**config.mk**
```make
export PLATFORM = sky130hd
export DESIGN_NAME = mem_bus_arbiter
export DESIGN_NICKNAME = d
export VERILOG_FILES = /design/src/rtl/mem_bus_arbiter.sv
export SDC_FILE = /design/constraint.sdc
export NUM_CORES = 1
export LEC_CHECK = 0
export ABC_AREA = 1
export ABC_CLOCK_PERIOD_IN_PS = 1350
export CELL_PAD_IN_SITES_DETAIL_PLACEMENT = 1
export CELL_PAD_IN_SITES_GLOBAL_PLACEMENT = 2
export CORE_UTILIZATION = 12
export CTS_CLUSTER_SIZE = 10
export DETAILED_ROUTE_END_ITERATION = 10
export GPL_TIMING_DRIVEN = 1
export PLACE_DENSITY = 0.88
export SYNTH_ARGS = -nofsm -noshare
export SYNTH_HDL_FRONTEND = slang
export SYNTH_SLANG_ARGS = --single-unit
```
**constraint.sdc**
```tcl
create_clock -name clk -period 1.35 [get_ports clk]
set_input_delay 0.27 -clock clk [delete_from_list [all_inputs] [get_ports clk]]
set_output_delay 0.27 -clock clk [all_outputs]
set_load 0.005 [all_outputs]
```
**src/rtl/mem_bus_arbiter.sv**
```systemverilog
// mem_bus_arbiter: shares the system memory bus between the CPU and one external
// bus master (DMA / debug loader). The CPU owns the bus by default. A request
// stalls the CPU at its next opcode fetch, grants a burst, and then returns the bus.
// Optional feature macro: ARB_BURST_LIMIT_EN (caps each grant at MAX_BURST transfers).
module mem_bus_arbiter #(
  parameter int unsigned ADR_W     = 16,
  parameter int unsigned DATA_W    = 8,
  parameter int unsigned MAX_BURST = 16,
  parameter int unsigned HOLDOFF   = 4
) (
  input  logic              clk,
  input  logic              reset,
  input  logic [ADR_W-1:0]  cpu_adr,
  input  logic              cpu_rw,
  input  logic [DATA_W-1:0] cpu_dout,
  output logic [DATA_W-1:0] cpu_din,
  input  logic              cpu_sync,
  output logic              cpu_rdy,
  input  logic              dma_req,
  input  logic              dma_last,
  output logic              dma_gnt,
  input  logic [ADR_W-1:0]  dma_adr,
  input  logic              dma_rw,
  input  logic [DATA_W-1:0] dma_dout,
  output logic [DATA_W-1:0] dma_din,
  output logic [ADR_W-1:0]  mem_adr,
  output logic              mem_rw,
  output logic [DATA_W-1:0] mem_dout,
  input  logic [DATA_W-1:0] mem_din
);

  localparam int unsigned BURST_W = 8;
  localparam int unsigned HOLD_W  = 4;

  // Reject parameter values the counters cannot represent.
  if (MAX_BURST == 0 || MAX_BURST > 255) begin : g_bad_max_burst
    $error("mem_bus_arbiter: MAX_BURST must be 1..255");
  end
  if (HOLDOFF > 15) begin : g_bad_holdoff
    $error("mem_bus_arbiter: HOLDOFF must be 0..15");
  end

  typedef enum logic [2:0] {
    S_CPU_OWN   = 3'd0,
    S_HALT_WAIT = 3'd1,
    S_TURN      = 3'd2,
    S_DMA_OWN   = 3'd3,
    S_RETURN    = 3'd4
  } state_e;

  state_e              state_q, state_d;
  logic [HOLD_W-1:0]   holdoff_q, holdoff_d;
  logic                cpu_rdy_q, cpu_rdy_d;
  logic                dma_gnt_q, dma_gnt_d;
  logic                burst_hit_c;

`ifdef ARB_BURST_LIMIT_EN
  logic [BURST_W-1:0]  burst_q, burst_d;

  assign burst_hit_c = (burst_q == BURST_W'(MAX_BURST - 1));

  // Burst counter: cleared in TURN, counts every requested cycle while granted.
  always_comb begin
    burst_d = burst_q;
    if (state_q == S_TURN) begin
      burst_d = '0;
    end else if (state_q == S_DMA_OWN && dma_req) begin
      burst_d = burst_q + BURST_W'(1);
    end
  end

  // Burst counter register.
  always_ff @(posedge clk or posedge reset) begin
    if (reset) begin
      burst_q <= '0;
    end else begin
      burst_q <= burst_d;
    end
  end
`else
  assign burst_hit_c = 1'b0;
`endif

  // Next-state, hold-off counter and registered grant/ready decode.
  always_comb begin
    state_d   = state_q;
    holdoff_d = holdoff_q;
    case (state_q)
      S_CPU_OWN: begin
        if (holdoff_q != '0) begin
          holdoff_d = holdoff_q - HOLD_W'(1);
        end else if (dma_req) begin
          state_d = S_HALT_WAIT;
        end
      end
      S_HALT_WAIT: begin
        // A withdrawn request wins over a fetch boundary.
        if (!dma_req) begin
          state_d = S_CPU_OWN;
        end else if (cpu_sync) begin
          state_d = S_TURN;
        end
      end
      S_TURN: begin
        state_d = S_DMA_OWN;
      end
      S_DMA_OWN: begin
        if (!dma_req || dma_last || burst_hit_c) begin
          state_d = S_RETURN;
        end
      end
      S_RETURN: begin
        state_d   = S_CPU_OWN;
        holdoff_d = HOLD_W'(HOLDOFF);
      end
      default: begin
        state_d = S_CPU_OWN;
      end
    endcase
    cpu_rdy_d = (state_d == S_CPU_OWN);
    dma_gnt_d = (state_d == S_DMA_OWN);
  end

  // State, hold-off and handshake output registers.
  always_ff @(posedge clk or posedge reset) begin
    if (reset) begin
      state_q   <= S_CPU_OWN;
      holdoff_q <= '0;
      cpu_rdy_q <= 1'b1;
      dma_gnt_q <= 1'b0;
    end else begin
      state_q   <= state_d;
      holdoff_q <= holdoff_d;
      cpu_rdy_q <= cpu_rdy_d;
      dma_gnt_q <= dma_gnt_d;
    end
  end

  assign cpu_rdy = cpu_rdy_q;
  assign dma_gnt = dma_gnt_q;

  // Memory bus mux; turnaround cycles present the CPU address as a read.
  always_comb begin
    mem_adr  = cpu_adr;
    mem_rw   = cpu_rw;
    mem_dout = cpu_dout;
    case (state_q)
      S_HALT_WAIT: begin
        if (dma_req && cpu_sync) begin
          mem_rw = 1'b1;
        end
      end
      S_TURN, S_RETURN: begin
        mem_rw   = 1'b1;
        mem_dout = '0;
      end
      S_DMA_OWN: begin
        mem_adr  = dma_adr;
        mem_rw   = dma_rw;
        mem_dout = dma_dout;
      end
      default: begin
      end
    endcase
  end

  assign cpu_din = mem_din;
  assign dma_din = mem_din;

endmodule

```
* After elaboration in Yosys (flattened, before gate mapping)
Index checks and enable logic that the tools add are counted.
** Operators by class
- Muxes and demuxes :: 12
- Add/sub/neg operators :: 1
- Eq/ne operators :: 6
- Reduce and logical (&&, ||, !) cells :: 9
** Operators by type and width (count)
- $mux W16 :: 1
- $pmux W8 S2 :: 1
- $mux W3 :: 5
- $pmux W3 S4 :: 1
- $eq A3 B2 Y1 const B :: 3
- $pmux W4 S2 :: 1
- $logic_not A3 Y1 :: 2
- $mux W4 :: 1
- $reduce_bool A4 Y1 :: 1
- $sub A4 B1 Y4 const B :: 1
- $eq A3 B1 Y1 const B :: 1
- $eq A3 B3 Y1 const B :: 1
- $pmux W1 S3 :: 1
- $ne A2 B2 Y1 const B :: 1
- $reduce_and A2 Y1 :: 1
- $reduce_bool A2 Y1 :: 1
- $reduce_or A2 Y1 :: 1
- $logic_and A1 B1 Y1 :: 1
- $logic_not A1 Y1 :: 1
- $logic_or A1 B1 Y1 :: 1
- $mux W1 :: 1
** Storage, ports and cells
- Flip-flop bits (word level) :: 9
- Output and inout bits :: 43
- Logic and storage cells :: 32
- Input bits :: 63

* Longest topological paths before layout
- Word-level depth :: 5
- Mapped depth :: 7
- Depth with buffers taken out :: 7

* Least setup slack after synthesis
No wires, ideal clock.
- Path kind :: reg-to-output
- From :: register state_q[2]
- To :: output port mem_adr[10]
- Slack :: 0.096 ns
- Data required time :: 1.080 ns
- Cell stages (with the launch flop) :: 8
- Buffers on the path :: 1
- Arrival :: 0.984 ns
- Cell sequence :: dfrtp_1 -> inv_2 -> nand2_2 -> nor2_8 -> inv_4 -> buf_6 -> nand2_1 -> nand2_1
** On the way
- Cells in the longest elaborated chain, start to end :: 2
** Ends and longest elaborated chain
- start, declared :: line 51 : state_e state_q, state_d;
- start signal, assigned :: line 132 : state_q <= state_d;
- $eq A3 B2 Y1 :: line 147 : case (state_q)
- $mux W16 :: line 147
- end, declared :: line 26 : output logic [ADR_W-1:0] mem_adr,
No other way between the ends.

* Final worst setup path
- From :: register state_q[1]
- To :: output port mem_dout[5]
** On the way
- Cells in the longest elaborated chain, start to end :: 3
- Elaborated cells between the ends (all ways) :: 5
- Those cells by class :: 3 x eq/ne; 1 x mux; 1 x reduce/logical
** Ends and longest elaborated chain
- $eq A3 B2 Y1 / $eq A3 B3 Y1 (equally long branches) :: line 147
- $reduce_or A2 Y1 :: line 147
- $pmux W8 S2 (*) :: line 147
- end, declared :: line 28 : output logic [DATA_W-1:0] mem_dout,
Every way passes the cells marked *; elsewhere a longest branch is shown, timed or not.

==> reports/qor.log <==
INFO  cts            cts-buffers-inserted=3
INFO  worst_setup_path cp.required=1.08ns
INFO  timing         setup_total_negative_slack=-7.92ns
INFO  worst_setup_path timing.critical_path.buf_inv=5
INFO  finish         fin_cells=371
INFO  timing         final_max_slew_viol_count=0
INFO  yosys          synth.cell_area=991um2
INFO  floorplanning  boundaryPins=106
INFO  yosys          yosysSeqAreaShare=22.9%
INFO  worst_setup_path class_of_the_most_critical_setup_path=flip-flop to primary output
INFO  worst_setup_path worst_path_dominant_cell_family=buffers and inverters
INFO  timing         finalCritPeriodShare=126%
INFO  worst_setup_path slowest_delay=0.43ns
INFO  yosys          synth_cell_types=20
INFO  timing         final.setup.worst_slack=-0.353ns
INFO  pwr            vdd_drop_max=0.384mV
INFO  floorplanning  fp.coreArea=7850um2
INFO  routing        routed_via_density=3.76
INFO  timing         finalHoldViolCount=0
INFO  cts            clk_transition_reported_paths=0.04ns
INFO  floorplanning  initial_utilization=12.6%
INFO  routing        detail_route.iter0.violations=17
INFO  pwr            overall_power=3.16mW
INFO  cts            cts_htree_levels=1
INFO  worst_setup_path worst-path-stages=8
INFO  timing         clock.fmax=0.587GHz
INFO  worst_setup_path crit_path_top_delay_cell=sky130_fd_sc_hd__dfrtp_1
INFO  finish         finished_core_util=29.3%
INFO  run_status     status=finished with violations
INFO  cts            clock_tree.buffer_depth=2
INFO  pwr            static_leakage=1.19nW
INFO  cts            cts_tree=built
INFO  finish         num-nets-final=335
INFO  timing         worst_clock_skew=0.00187ns
INFO  cts            clock_sinks=9
INFO  routing        ant_nets=0
INFO  pwr            power_density_over_the_cells=1370nW/um2
INFO  floorplanning  fp.dieArea=8630um2
INFO  yosys          syn-instance-count=167
INFO  cts            cts.root.buffer_cell=sky130_fd_sc_hd__clkbuf_8
INFO  yosys          synth.avg_cell_area=5.93um2
INFO  finish         syn2layout_area_growth=132%
INFO  routing        drt_first_pass_iters=4
INFO  worst_setup_path worst_ep_arrival_time=1.43ns
INFO  routing        detail_route.wirelength=4680um
INFO  flow_run       timing.max_cap.violations=0
INFO  global_route   grtUsageTotal=10.1%
INFO  routing        drt_drc_violations_left=0
INFO  run_status     violations=setup timing
INFO  floorplanning  die_w=92.9um
INFO  timing         post-route-min-period=1.70ns
INFO  global_route   grt_pass1_wl=6960um
INFO  timing         rsz0062_at_grt=true
INFO  timing         timing.slew.headroom=74.7%
INFO  finish         n_antenna_cell=0
INFO  placed_design  globalplace.congestion=0.698
INFO  floorplanning  fp.dieH=92.9um
INFO  routing        dr_total_vias=1396
INFO  routing        route.detailed.wl_per_inst=12.6um
INFO  worst_setup_path crit-reg2reg-launch=state_q[1]
INFO  placed_design  io_buffer_count=81
INFO  cts            clk-insertion-delay-late=0.23ns
INFO  yosys          synth.yosys.warnings=0
INFO  worst_setup_path critPathLaunchType=flip-flop
INFO  yosys          synth_seq_cells=9
INFO  cts            postCtsHoldBufs=0
INFO  worst_setup_path critPathLaunch=state_q[1]
INFO  floorplanning  num_rows=32
INFO  worst_setup_path ff2ff_path_depth=8
INFO  worst_hold_path holdCritPathClass=primary input to asynchronous set/reset pin
INFO  placed_design  placed_cells=347
INFO  global_route   grt_antenna_before_repair=0
INFO  finish         fraction_of_layout_cells_with_a_size_suffix_above_1=45.7%
INFO  global_route   grt_max_degree=10
INFO  worst_setup_path regToRegSetupSlack=-0.16ns
INFO  timing         tightest_slew=0.380ns
INFO  timing         report.final.setup_viol=30
INFO  worst_setup_path worst-path-max-fanout=6
INFO  worst_setup_path end_of_the_critical_path=mem_dout[5]
INFO  worst_setup_path worst_setup_path_end_kind=primary output
INFO  placed_design  hpwl=3490um
INFO  worst_setup_path crit_top_cell=sky130_fd_sc_hd__buf_6
INFO  global_route   grt_overflow_total=0
INFO  worst_setup_path worstPathCellList=buf_6 -> buf_6 -> inv_4 -> nand3_4 -> buf_8 -> nand3_2 -> nand2_1 -> buf_2
INFO  worst_setup_path r2r-end=holdoff_q[0]
INFO  yosys          syn-num-nets=232
INFO  global_route   vias_in_the_first_global_route=1475
[placed cells by master, fill, tap and decap left out, types with 2 or more instances in the layout]
| master | count |
|---|---|
| sky130_fd_sc_hd__clkdlybuf4s50_1 | 54 |
| sky130_fd_sc_hd__nand2_1 | 53 |
| sky130_fd_sc_hd__nand2_2 | 24 |
| sky130_fd_sc_hd__buf_2 | 23 |
| sky130_fd_sc_hd__buf_4 | 23 |
| sky130_fd_sc_hd__inv_1 | 11 |
| sky130_fd_sc_hd__nand3_2 | 11 |
| sky130_fd_sc_hd__buf_6 | 11 |
| sky130_fd_sc_hd__nand2_4 | 8 |
| sky130_fd_sc_hd__dfrtp_1 | 8 |
| sky130_fd_sc_hd__nand3_1 | 7 |
| sky130_fd_sc_hd__nor2_1 | 4 |
| sky130_fd_sc_hd__buf_8 | 4 |
| sky130_fd_sc_hd__clkbuf_8 | 3 |
| sky130_fd_sc_hd__nor3_2 | 2 |
| sky130_fd_sc_hd__inv_4 | 2 |
| sky130_fd_sc_hd__o21ai_1 | 2 |
| sky130_fd_sc_hd__ha_1 | 2 |
[cells in the mapped netlist]
master                     number  area share, %
sky130_fd_sc_hd__dfstp_2        1            2.7
sky130_fd_sc_hd__ha_1           2            2.5
sky130_fd_sc_hd__inv_4          1           0.63
sky130_fd_sc_hd__nor2_1         5            1.9
sky130_fd_sc_hd__nand2_1       84             32
sky130_fd_sc_hd__nor2_8         1            2.0
sky130_fd_sc_hd__dfrtp_1        8             20
sky130_fd_sc_hd__nand3_2        1            1.0
sky130_fd_sc_hd__inv_1         12            4.5
sky130_fd_sc_hd__nand3b_1       1           0.76
sky130_fd_sc_hd__nand3_1       18            9.1
sky130_fd_sc_hd__or2_2          1           0.63
sky130_fd_sc_hd__nand2_2        1           0.63
sky130_fd_sc_hd__o21ai_0        3            1.5
sky130_fd_sc_hd__nand4_1        1           0.63
sky130_fd_sc_hd__o21ai_2        1           0.88
sky130_fd_sc_hd__inv_2          2           0.76
sky130_fd_sc_hd__buf_4         20             15
sky130_fd_sc_hd__buf_6          1            1.1
sky130_fd_sc_hd__nor3_1         3            1.5
[timing repair]
item	CTS	global route
setup buffers	16	10
gates cloned	2	1
gates resized for setup	146	49
pin swaps	12	16
endpoints found under the setup margin	26	31
[final cells by class]
class                           instances  area [um2]
Clock buffer                            4        45.0
Fill cell                             973        5550
Inverter                               15        73.8
Multi-Input combinational cell        122         759
Sequential cell                         9         226
Tap cell                              102         128
Timing Repair Buffer                  118        1060
Timing Repair inverter                  1        11.3
[per-layer routing]
metal  up-vias  global-route usage [%]  wire length [um]
li1        702                       -                 -
met1       664                    10.8              1710
met2        28                    20.8              2790
met3         2                    1.40               161
met4         0                    1.79                19
met5         -                       0                 0
[how the worst min path moves through the flow]
| stage | cells after the start | slack (ns) | endpoint |
|---|---|---|---|
| floorplan | 1 | 0.1 | dma_gnt |
| global route | 2 | 0.35 | holdoff_q[2] |
| global placement | 2 | 0.54 | holdoff_q[1] |
| finish | 2 | 0.32 | holdoff_q[2] |
| CTS | 2 | 0.33 | holdoff_q[2] |
| detailed placement | 0 | 0.54 | cpu_din[0] |
[kinds of logic (layout without fill, tap and decap cells)]
kind of cell | Yosys count | in the layout | synth area share (%)
AND/OR/NAND/NOR | 116 | 116 | 50.0
buffers and inverters | 36 | 138 | 22.2
flip-flops | 9 | 9 | 22.9
AO/OA/AOI/OAI | 4 | 4 | 2.40
adder cells (fa/ha/maj) | 2 | 2 | 2.52
[where the power goes]
part,switching [mW],total (mW),internal [mW]
clock,0.102,0.307,0.205
sequential,0.0868,0.492,0.405
combinational,1.16,2.36,1.20
[metrics by stage]
step                      hold WS, ns  setup slack (ns)  instance area, um2
after floorplan                0.0972            0.0960                 991
after CTS                       0.333            -0.458                2190
final                           0.324            -0.353                2300
after global placement          0.537            -0.472                1920
after global routing            0.348            -0.413                2300
after detailed placement        0.540            -0.496                1920
[registers in the layout, indices dropped and copies added (netlist names)]
name,count
holdoff_q,4
state_q,3
cpu_rdy,1
dma_gnt,1
Power figures use the tool's default switching activity.
